**config.mk**
```make
export PLATFORM = sky130hd
export DESIGN_NAME = mcycle_seq
export DESIGN_NICKNAME = d
export VERILOG_FILES = /design/src/rtl/mcycle_pkg.sv /design/src/rtl/mcycle_step.sv /design/src/rtl/mcycle_seq.sv
export SDC_FILE = /design/constraint.sdc
export NUM_CORES = 1
export LEC_CHECK = 0
export CAP_MARGIN = 15
export CORE_ASPECT_RATIO = 0.5
export CORE_MARGIN = 3
export CORE_UTILIZATION = 40
export CTS_CLUSTER_SIZE = 14
export DETAILED_ROUTE_END_ITERATION = 16
export SLEW_MARGIN = 0
export SYNTH_ARGS = -nofsm -noshare
export SYNTH_HDL_FRONTEND = slang
export SYNTH_SLANG_ARGS = --single-unit
```
**constraint.sdc**
```tcl
create_clock -name CLK -period 4.4 [get_ports CLK]
set_clock_uncertainty 0.1 [all_clocks]
set_input_delay 1.1 -clock CLK [delete_from_list [all_inputs] [get_ports CLK]]
set_output_delay 1.1 -clock CLK [all_outputs]
set_load 0.1 [all_outputs]
```
**src/rtl/mcycle_pkg.sv**
```systemverilog
// mcycle_pkg: shared types for the multi-cycle multiply/divide sequencer.
//   state_e  - sequencer FSM states
//   OP_*     - MCycleOp encodings (bit1: 0=MUL 1=DIV, bit0: 0=unsigned 1=signed)
package mcycle_pkg;

  typedef enum logic [1:0] {
    IDLE    = 2'd0,
    COMPUTE = 2'd1,
    SIGN    = 2'd2,
    DONE    = 2'd3
  } state_e;

  localparam logic [1:0] OP_UMUL = 2'b00;
  localparam logic [1:0] OP_SMUL = 2'b01;
  localparam logic [1:0] OP_UDIV = 2'b10;
  localparam logic [1:0] OP_SDIV = 2'b11;

endpackage

```
**src/rtl/mcycle_step.sv**
```systemverilog
// mcycle_step: one combinational iteration of the shift-add multiply or
// restoring shift-subtract divide.
//   acc      in   2*WIDTH  MUL: {hi, lo/multiplier}; DIV: {remainder, dividend/quotient}
//   operand  in   WIDTH    multiplicand (MUL) or divisor (DIV) magnitude
//   is_div   in   1        select divide iteration
//   acc_nxt  out  2*WIDTH  accumulator after this iteration (DIV: bit 0 left clear)
//   q_bit    out  1        quotient bit produced by this DIV iteration
module mcycle_step #(
  parameter int WIDTH = 32
) (
  input  logic [2*WIDTH-1:0] acc,
  input  logic [WIDTH-1:0]   operand,
  input  logic               is_div,
  output logic [2*WIDTH-1:0] acc_nxt,
  output logic               q_bit
);

  logic [WIDTH:0] sum;     // MUL: hi + multiplicand with carry
  logic [WIDTH:0] rem_sh;  // DIV: WIDTH+1-bit partial remainder after shift-in

  always_comb begin
    acc_nxt = '0;
    q_bit   = 1'b0;
    sum     = '0;
    rem_sh  = '0;
    if (is_div) begin
      // Shift the next dividend bit into the remainder; subtract when it fits.
      // The remainder is always < divisor afterwards, so WIDTH bits hold it.
      // The quotient slot (bit 0) is filled by the sequencer from q_bit.
      rem_sh  = {acc[2*WIDTH-1:WIDTH], acc[WIDTH-1]};
      q_bit   = (rem_sh >= {1'b0, operand});
      acc_nxt = {(q_bit ? WIDTH'(rem_sh - {1'b0, operand}) : rem_sh[WIDTH-1:0]),
                 acc[WIDTH-2:0], 1'b0};
    end else begin
      // Conditional add into the high half, then shift the whole thing right;
      // the carry drops into the top bit so nothing is lost.
      sum     = {1'b0, acc[2*WIDTH-1:WIDTH]} +
                (acc[0] ? {1'b0, operand} : {(WIDTH+1){1'b0}});
      acc_nxt = {sum, acc[WIDTH-1:1]};
    end
  end

endmodule

```
**src/rtl/mcycle_seq.sv**
```systemverilog
// mcycle_seq: multi-cycle MUL/DIV sequencer for the Execute stage.
// Operands are latched as magnitudes on the IDLE->COMPUTE edge, WIDTH
// iterations run one per clock, signs are fixed up in SIGN, and Done pulses
// for one cycle in DONE. Busy stalls the pipeline from the Start cycle until
// the cycle before Done.
//   CLK       in   1      core clock, rising edge
//   Reset     in   1      async active-low reset
//   Start     in   1      request, held while the instruction sits in Execute
//   MCycleOp  in   2      bit1 DIV/MUL, bit0 signed/unsigned
//   Operand1  in   WIDTH  multiplicand / dividend
//   Operand2  in   WIDTH  multiplier / divisor
//   Result1   out  WIDTH  product low / quotient
//   Result2   out  WIDTH  product high / remainder
//   Busy      out  1      stall request
//   Done      out  1      one-cycle result-valid pulse
module mcycle_seq
  import mcycle_pkg::*;
#(
  parameter int WIDTH = 32,
  parameter int CNT_W = $clog2(WIDTH)
) (
  input  logic             CLK,
  input  logic             Reset,
  input  logic             Start,
  input  logic [1:0]       MCycleOp,
  input  logic [WIDTH-1:0] Operand1,
  input  logic [WIDTH-1:0] Operand2,
  output logic [WIDTH-1:0] Result1,
  output logic [WIDTH-1:0] Result2,
  output logic             Busy,
  output logic             Done
);

  state_e             state;
  logic [CNT_W-1:0]   cnt;
  logic               is_div;
  logic               sign1, sign2;
  logic [WIDTH-1:0]   opnd;     // multiplicand or divisor magnitude
  logic [2*WIDTH-1:0] acc;
  logic [2*WIDTH-1:0] acc_nxt;
  logic               q_bit;

  // Magnitudes of the incoming operands. abs(MIN) wraps to 2^(WIDTH-1),
  // which is the right unsigned magnitude.
  logic             s1_in, s2_in;
  logic [WIDTH-1:0] mag1, mag2;

  always_comb begin
    s1_in = MCycleOp[0] & Operand1[WIDTH-1];
    s2_in = MCycleOp[0] & Operand2[WIDTH-1];
    mag1  = s1_in ? -Operand1 : Operand1;
    mag2  = s2_in ? -Operand2 : Operand2;
  end

  mcycle_step #(.WIDTH(WIDTH)) u_step (
    .acc     (acc),
    .operand (opnd),
    .is_div  (is_div),
    .acc_nxt (acc_nxt),
    .q_bit   (q_bit)
  );

  // No stall request while held in reset, even if Start is high.
  assign Busy = Reset & ((state == IDLE & Start) | state == COMPUTE | state == SIGN);

  always_ff @(posedge CLK or negedge Reset) begin
    if (!Reset) begin
      state   <= IDLE;
      cnt     <= '0;
      is_div  <= 1'b0;
      sign1   <= 1'b0;
      sign2   <= 1'b0;
      opnd    <= '0;
      acc     <= '0;
      Result1 <= '0;
      Result2 <= '0;
      Done    <= 1'b0;
    end else begin
      Done <= 1'b0;
      case (state)
        IDLE: if (Start) begin
          is_div <= MCycleOp[1];
          sign1  <= s1_in;
          sign2  <= s2_in;
          // MUL: multiplier in the low half, multiplicand added in.
          // DIV: dividend in the low half shifts into the remainder.
          opnd   <= MCycleOp[1] ? mag2 : mag1;
          acc    <= {{WIDTH{1'b0}}, (MCycleOp[1] ? mag1 : mag2)};
          cnt    <= '0;
          state  <= COMPUTE;
        end
        COMPUTE: begin
          acc <= is_div ? {acc_nxt[2*WIDTH-1:1], q_bit} : acc_nxt;
          if (cnt == CNT_W'(WIDTH-1)) state <= SIGN;
          else                        cnt   <= cnt + CNT_W'(1);
        end
        SIGN: begin
          if (is_div) begin
            // Divide-by-zero leaves quotient all ones and remainder = |dividend|;
            // skipping quotient negation and re-applying the dividend sign
            // to the remainder yields the raw dividend.
            Result1 <= ((sign1 ^ sign2) && opnd != '0) ? -acc[WIDTH-1:0] : acc[WIDTH-1:0];
            Result2 <= sign1 ? -acc[2*WIDTH-1:WIDTH] : acc[2*WIDTH-1:WIDTH];
          end else begin
            {Result2, Result1} <= (sign1 ^ sign2) ? -acc : acc;
          end
          Done  <= 1'b1;
          state <= DONE;
        end
        DONE:    state <= IDLE;   // Start ignored here so a held Start can't retrigger
        default: state <= IDLE;
      endcase
    end
  end

endmodule

```
[Yosys cells after proc, flatten, opt, wreduce, memory -nomap -nowiden]
Index checks and enable logic that the tools add are counted.
Word-level totals
  bits in registers: 171
  logic and storage cells: 63
Cells by class
  add/subtract/negate cells: 8
  magnitude comparators: 1
  eq/ne operators: 7
  multiplexer cells: 22
  bitwise logic cells: 7
  reductions and logical operators: 8
Operator list (number)
  32-bit 2-to-1 mux: 10
  64-bit 2-to-1 mux: 3
  32-bit negator: 4
  64-bit one-hot mux with 2 select lines: 1
  64-bit negator: 1
  32-bit by 32-bit adder with 33-bit output: 1
  33-bit by 32-bit >= comparator with 1-bit output: 1
  32-bit nonzero test: 1
  32-bit subtractor: 1
  5-bit 2-to-1 mux: 2
  5-bit one-hot mux with 2 select lines: 1
  2-bit one-hot mux with 4 select lines: 1
  2-bit AND reduction: 3
  5-bit by 1-bit adder with 5-bit output (second input constant): 1
  5-bit equality test (second input constant): 1
  1-bit bitwise AND: 4
  2-bit equality test (second input constant): 2
  2-bit 2-to-1 mux: 2
  2-bit != test (second input constant): 2
  3-bit AND reduction: 1
  2-bit by 1-bit equality test with 1-bit output (second input constant): 1
  2-bit zero test: 1
  1-bit 2-to-1 mux: 2
  2-bit by 1-bit != test with 1-bit output (second input constant): 1
  other kinds (4): 5

[Logic depth before layout (Yosys ltp)]
  word-level depth: 5
  gate-level depth with buffers: 15

[By module]
From an unflattened synthesis, not the netlist that was laid out.
Unflattened totals
  cells, all modules: 1973
  area, all modules: 15894.0 µm²
By module, submodules not included
  mcycle_seq: instances 1, cells an instance 1317, area an instance 11088.1 µm²
  mcycle_step: instances 1, cells an instance 656, area an instance 4805.9 µm²

[Worst setup path before layout]
Ideal clock, no wire load.
  path type: input-to-output
  start point: input Start
  end point: output Busy
  data arrival time: 3527 ps
  slack: -327 ps
  stages: 3
  path buffers: 1
  cell sequence: nand2_1 clkbuf_1 a21boi_0
On the way
  longest elaborated chain between the ends: 4
Ends and longest elaborated chain
  from (decl): line mcycle_seq.sv:24  | input logic Start,
  1-bit bitwise AND: line mcycle_seq.sv:64  | assign Busy = Reset & ((state == IDLE & Start) | state == COMPUTE | state == SIGN);
  1-bit OR (2 in a row): line mcycle_seq.sv:64
  1-bit bitwise AND: line mcycle_seq.sv:64
  to (decl): line mcycle_seq.sv:30  | output logic Busy,
No other way between the ends.

[Worst setup path in the final report]
  start point: register acc[0]
  end point: register acc[61]
On the way
  longest elaborated chain between the ends: 4
Ends and longest elaborated chain
  from (decl): line mcycle_seq.sv:39  | logic [2*WIDTH-1:0] acc;
  from (signal assigned): line mcycle_seq.sv:88  | acc <= {{WIDTH{1'b0}}, (MCycleOp[1] ? mag1 : mag2)};
  from (signal assigned): line mcycle_seq.sv:93  | acc <= is_div ? {acc_nxt[2*WIDTH-1:1], q_bit} : acc_nxt;
  32-bit 2-to-1 mux: line mcycle_step.sv:38  | (acc[0] ? {1'b0, operand} : {(WIDTH+1){1'b0}});
  32-bit by 32-bit adder with 33-bit output: line mcycle_step.sv:37  | sum = {1'b0, acc[2*WIDTH-1:WIDTH]} +
  64-bit 2-to-1 mux: line mcycle_step.sv:26  | if (is_div) begin
  64-bit one-hot mux with 2 select lines: line mcycle_seq.sv:80  | case (state)
No other way between the ends.
A chain may end at the register's enable or synchronous reset.

==> reports/results.txt <==
Worst path max stage delay: 0.45 ns
Slowest CP cell: dfrtp_1
Vias per cell: 5.832
HP Class: input pin to async pin
Drt pass-1 iters: 5
CTS root buf: clkbuf_16
Total congestion overflow: 0
Fillers: 3631
Starting DRT DRC Count: 1300
Worst path cell trace: inv_1 -> buf_4 -> nor2_1 -> ha_1 -> a21o_1 -> a21o_1 -> a221o_1 -> and3_1 -> a2111oi_0 -> buf_4 -> o21ai_0 -> and3_1 -> nor3_1 -> o211ai_1
I/O pin count: 135
Worst Max-Slew Pin Slew: 0.9993 ns
# rows: 49
PostCTS Resize Cnt: 0
GRT Total Usage: 0.2628
DRC: 0
Nets: 2139
Hold_buf cts: 0
Synth Instances: 1904
Worst setup SP type: register
Cell Area, Synth: 14860 µm²
Critical path required time: 4.63 ns
Status: complete, no violations
Worst Setup End Kind: register
Area Overhead vs Synth: 17.44%
Max Fclk: 249.9 MHz
Worst-path fanout max: 17
Clk slew on worst S/H paths: 0.07 ns
Max-slew violation count: 0
Register area: 4280 µm²
Flop2flop setup slack: 0.40 ns
CTS H-tree depth: 4
Critical Path AT: 4.23 ns
Routed Antenna Nets: 0
Initial Util: 0.4095
Antenna violations before repair: 2
Clock tree buffer depth: 2
Tmin final: 4.001 ns
Number of synthesized flops with an enable pin: 0
Footprint of the multi-input gates: 9871 µm²
Antenna fix cells: 0
Number of distinct library cells after synthesis: 75
Crit path kind: register to register
#FFs+latches synth: 171
Post-CTS setup buffer count: 0
Period utilization: 0.9094
Commonest non-fill, non-tap cell in the layout: nor2_1
Async set-reset flop share out of synthesis: 1.000
MaxCap Viol Count: 0
Ys Warns: 0
Core ar.: 36290 µm²
Die X: 278.6 µm
Reg2Reg Depth: 14
Clk Latency, worst-skew pair: 0.47 ns
Routed WL: 52230 µm
Top cells by area, synth: dfrtp_1 (29%), a21oi_1 (7.6%), ha_1 (6.2%), nor2_1 (5.9%), o21ai_0 (5.3%)
Mapped Nets: 2049
Worst reg2reg path endpoint: acc[61]
Synth Flop Type: dfrtp_1
Worst r2r src: acc[0]
Most frequent cells in the layout: nor2_1 (234), a21oi_1 (225), dfrtp_1 (170)
Via count: 14530
Layout cell share with drive strength beyond 1: 0.07723
Largest area contributor in the netlist: dfrtp_1
WL/cell: 20.97 µm
Port Buffers: 134
Clock sink count: 171
Detailed Place HPWL: 40190 µm
Max_slew headroom: 0.3317
CTS tree: built
Die Y: 142.3 µm
Largest net degree at the start of global routing: 99
Hold Fails Final Rpt: 0
RSZ-0062 raised after global routing: false
Share of the synthesized area in the top cell type: 0.2879
Number of buffers created by CTS: 17
Post-Syn Area per Cell: 7.806 µm²
Post-synthesis sequential area ratio: 0.2879
Die area: 39650 µm²
First-pass GRT wire length: 80640 µm
Setup tns final: 0 ns
GP Congestion: 0.9396
Vias in the first global route: 13730
Final setup fails: 0
-- per-layer routing --
layer,track usage,vias up,part of all wire
met5,0,-,0
li1,-,7058,-
met1,0.3692,6981,0.47
met4,0.08166,0,0.024
met3,0.03901,72,0.055
met2,0.4203,417,0.45
-- state kept, by name, summed over array words and instances, names as in the netlist --
signal	cells
acc	64
Result1	32
Result2	32
opnd	32
cnt	5
state	2
Done	1
is_div	1
sign1	1
sign2	1
-- worst max path at each step --
stage,slack [ns],start,endpoint
floorplan,0.44,Start,Busy
global route,0.06,acc[0],acc[61]
detailed placement,0.24,Operand1[13],opnd[28]
CTS,0.48,acc[0],acc[61]
finish,0.40,acc[0],acc[61]
global placement,0.24,Operand2[13],acc[29]
-- worst max-delay path, delay by kind of cell (launching register included) --
kind / cells / cell delay (ns)
AOI/OAI and AO/OA: 6 / 1.47
buffers and inverters: 3 / 0.96
and+or+nand+nor: 4 / 0.67
DFF: 1 / 0.45
adders and majority gates: 1 / 0.22
-- cell type report --
class	count	share of cell area
multi-input cells	1535	0.5655
inverters	84	0.01806
repair buffers	185	0.09999
flip-flops and latches	171	0.2452
clock buffers	18	0.02516
well taps	484	0.03469
clock inverters	14	0.01140
-- Yosys cell counts, drive strengths merged (5+ instances only) --
| master | n |
|---|---|
| o21ai | 162 |
| nand2b | 20 |
| or2 | 8 |
| a21oi | 227 |
| and2 | 9 |
| inv | 83 |
| nor2 | 234 |
| xnor2 | 82 |
| dfrtp | 171 |
| buf | 10 |
| a22oi | 11 |
| o21bai | 8 |
| nor4 | 24 |
| nand4 | 16 |
| nor3 | 50 |
| a21boi | 6 |
| xor2 | 85 |
| or4 | 15 |
| o41ai | 16 |
| o221ai | 5 |
| nand3 | 35 |
| a21o | 37 |
| a211oi | 59 |
| o22ai | 6 |
| mux2 | 30 |
| nand2 | 130 |
| o211ai | 5 |
| a221oi | 7 |
| clkbuf | 104 |
| a211o | 8 |
| o31ai | 25 |
| nor2b | 9 |
| or3 | 20 |
| and3 | 16 |
| ha | 74 |
| mux2i | 37 |
| a31oi | 16 |
-- through the flow --
| stage | worst slack (ns) | cells | instance area (µm²) | hold WS, ns | utilization |
|---|---|---|---|---|---|
| after floorplan | 0.4383 | 1904 | 14860 | 0.3498 | - |
| after global placement | 0.2430 | 2459 | 16820 | 0.3658 | 0.4634 |
| after detailed placement | 0.2380 | 2459 | 16820 | 0.3722 | 0.4634 |
| after CTS | 0.4814 | 2491 | 17460 | 0.3382 | 0.4809 |
| after global routing | 0.05930 | 2491 | 17460 | 0.3414 | 0.4809 |
| final | 0.3985 | 2491 | 17460 | 0.3531 | 0.4809 |
-- logic make-up (layout without fill, tap and decap cells) --
logic type / count (synthesis) / after routing / share of synthesized area
AOI/OAI and AO/OA: 629 / 629 / 0.2574
and+or+nand+nor: 596 / 596 / 0.1924
buffers and inverters: 198 / 301 / 0.05093
DFF: 171 / 171 / 0.2879
xor gates and xnor gates: 167 / 167 / 0.09841
adders and majority gates: 76 / 76 / 0.06499
muxes: 67 / 67 / 0.04790
Power is not shown: default switching activity piles up to over one toggle a cycle in this logic, so the estimate is an artifact.
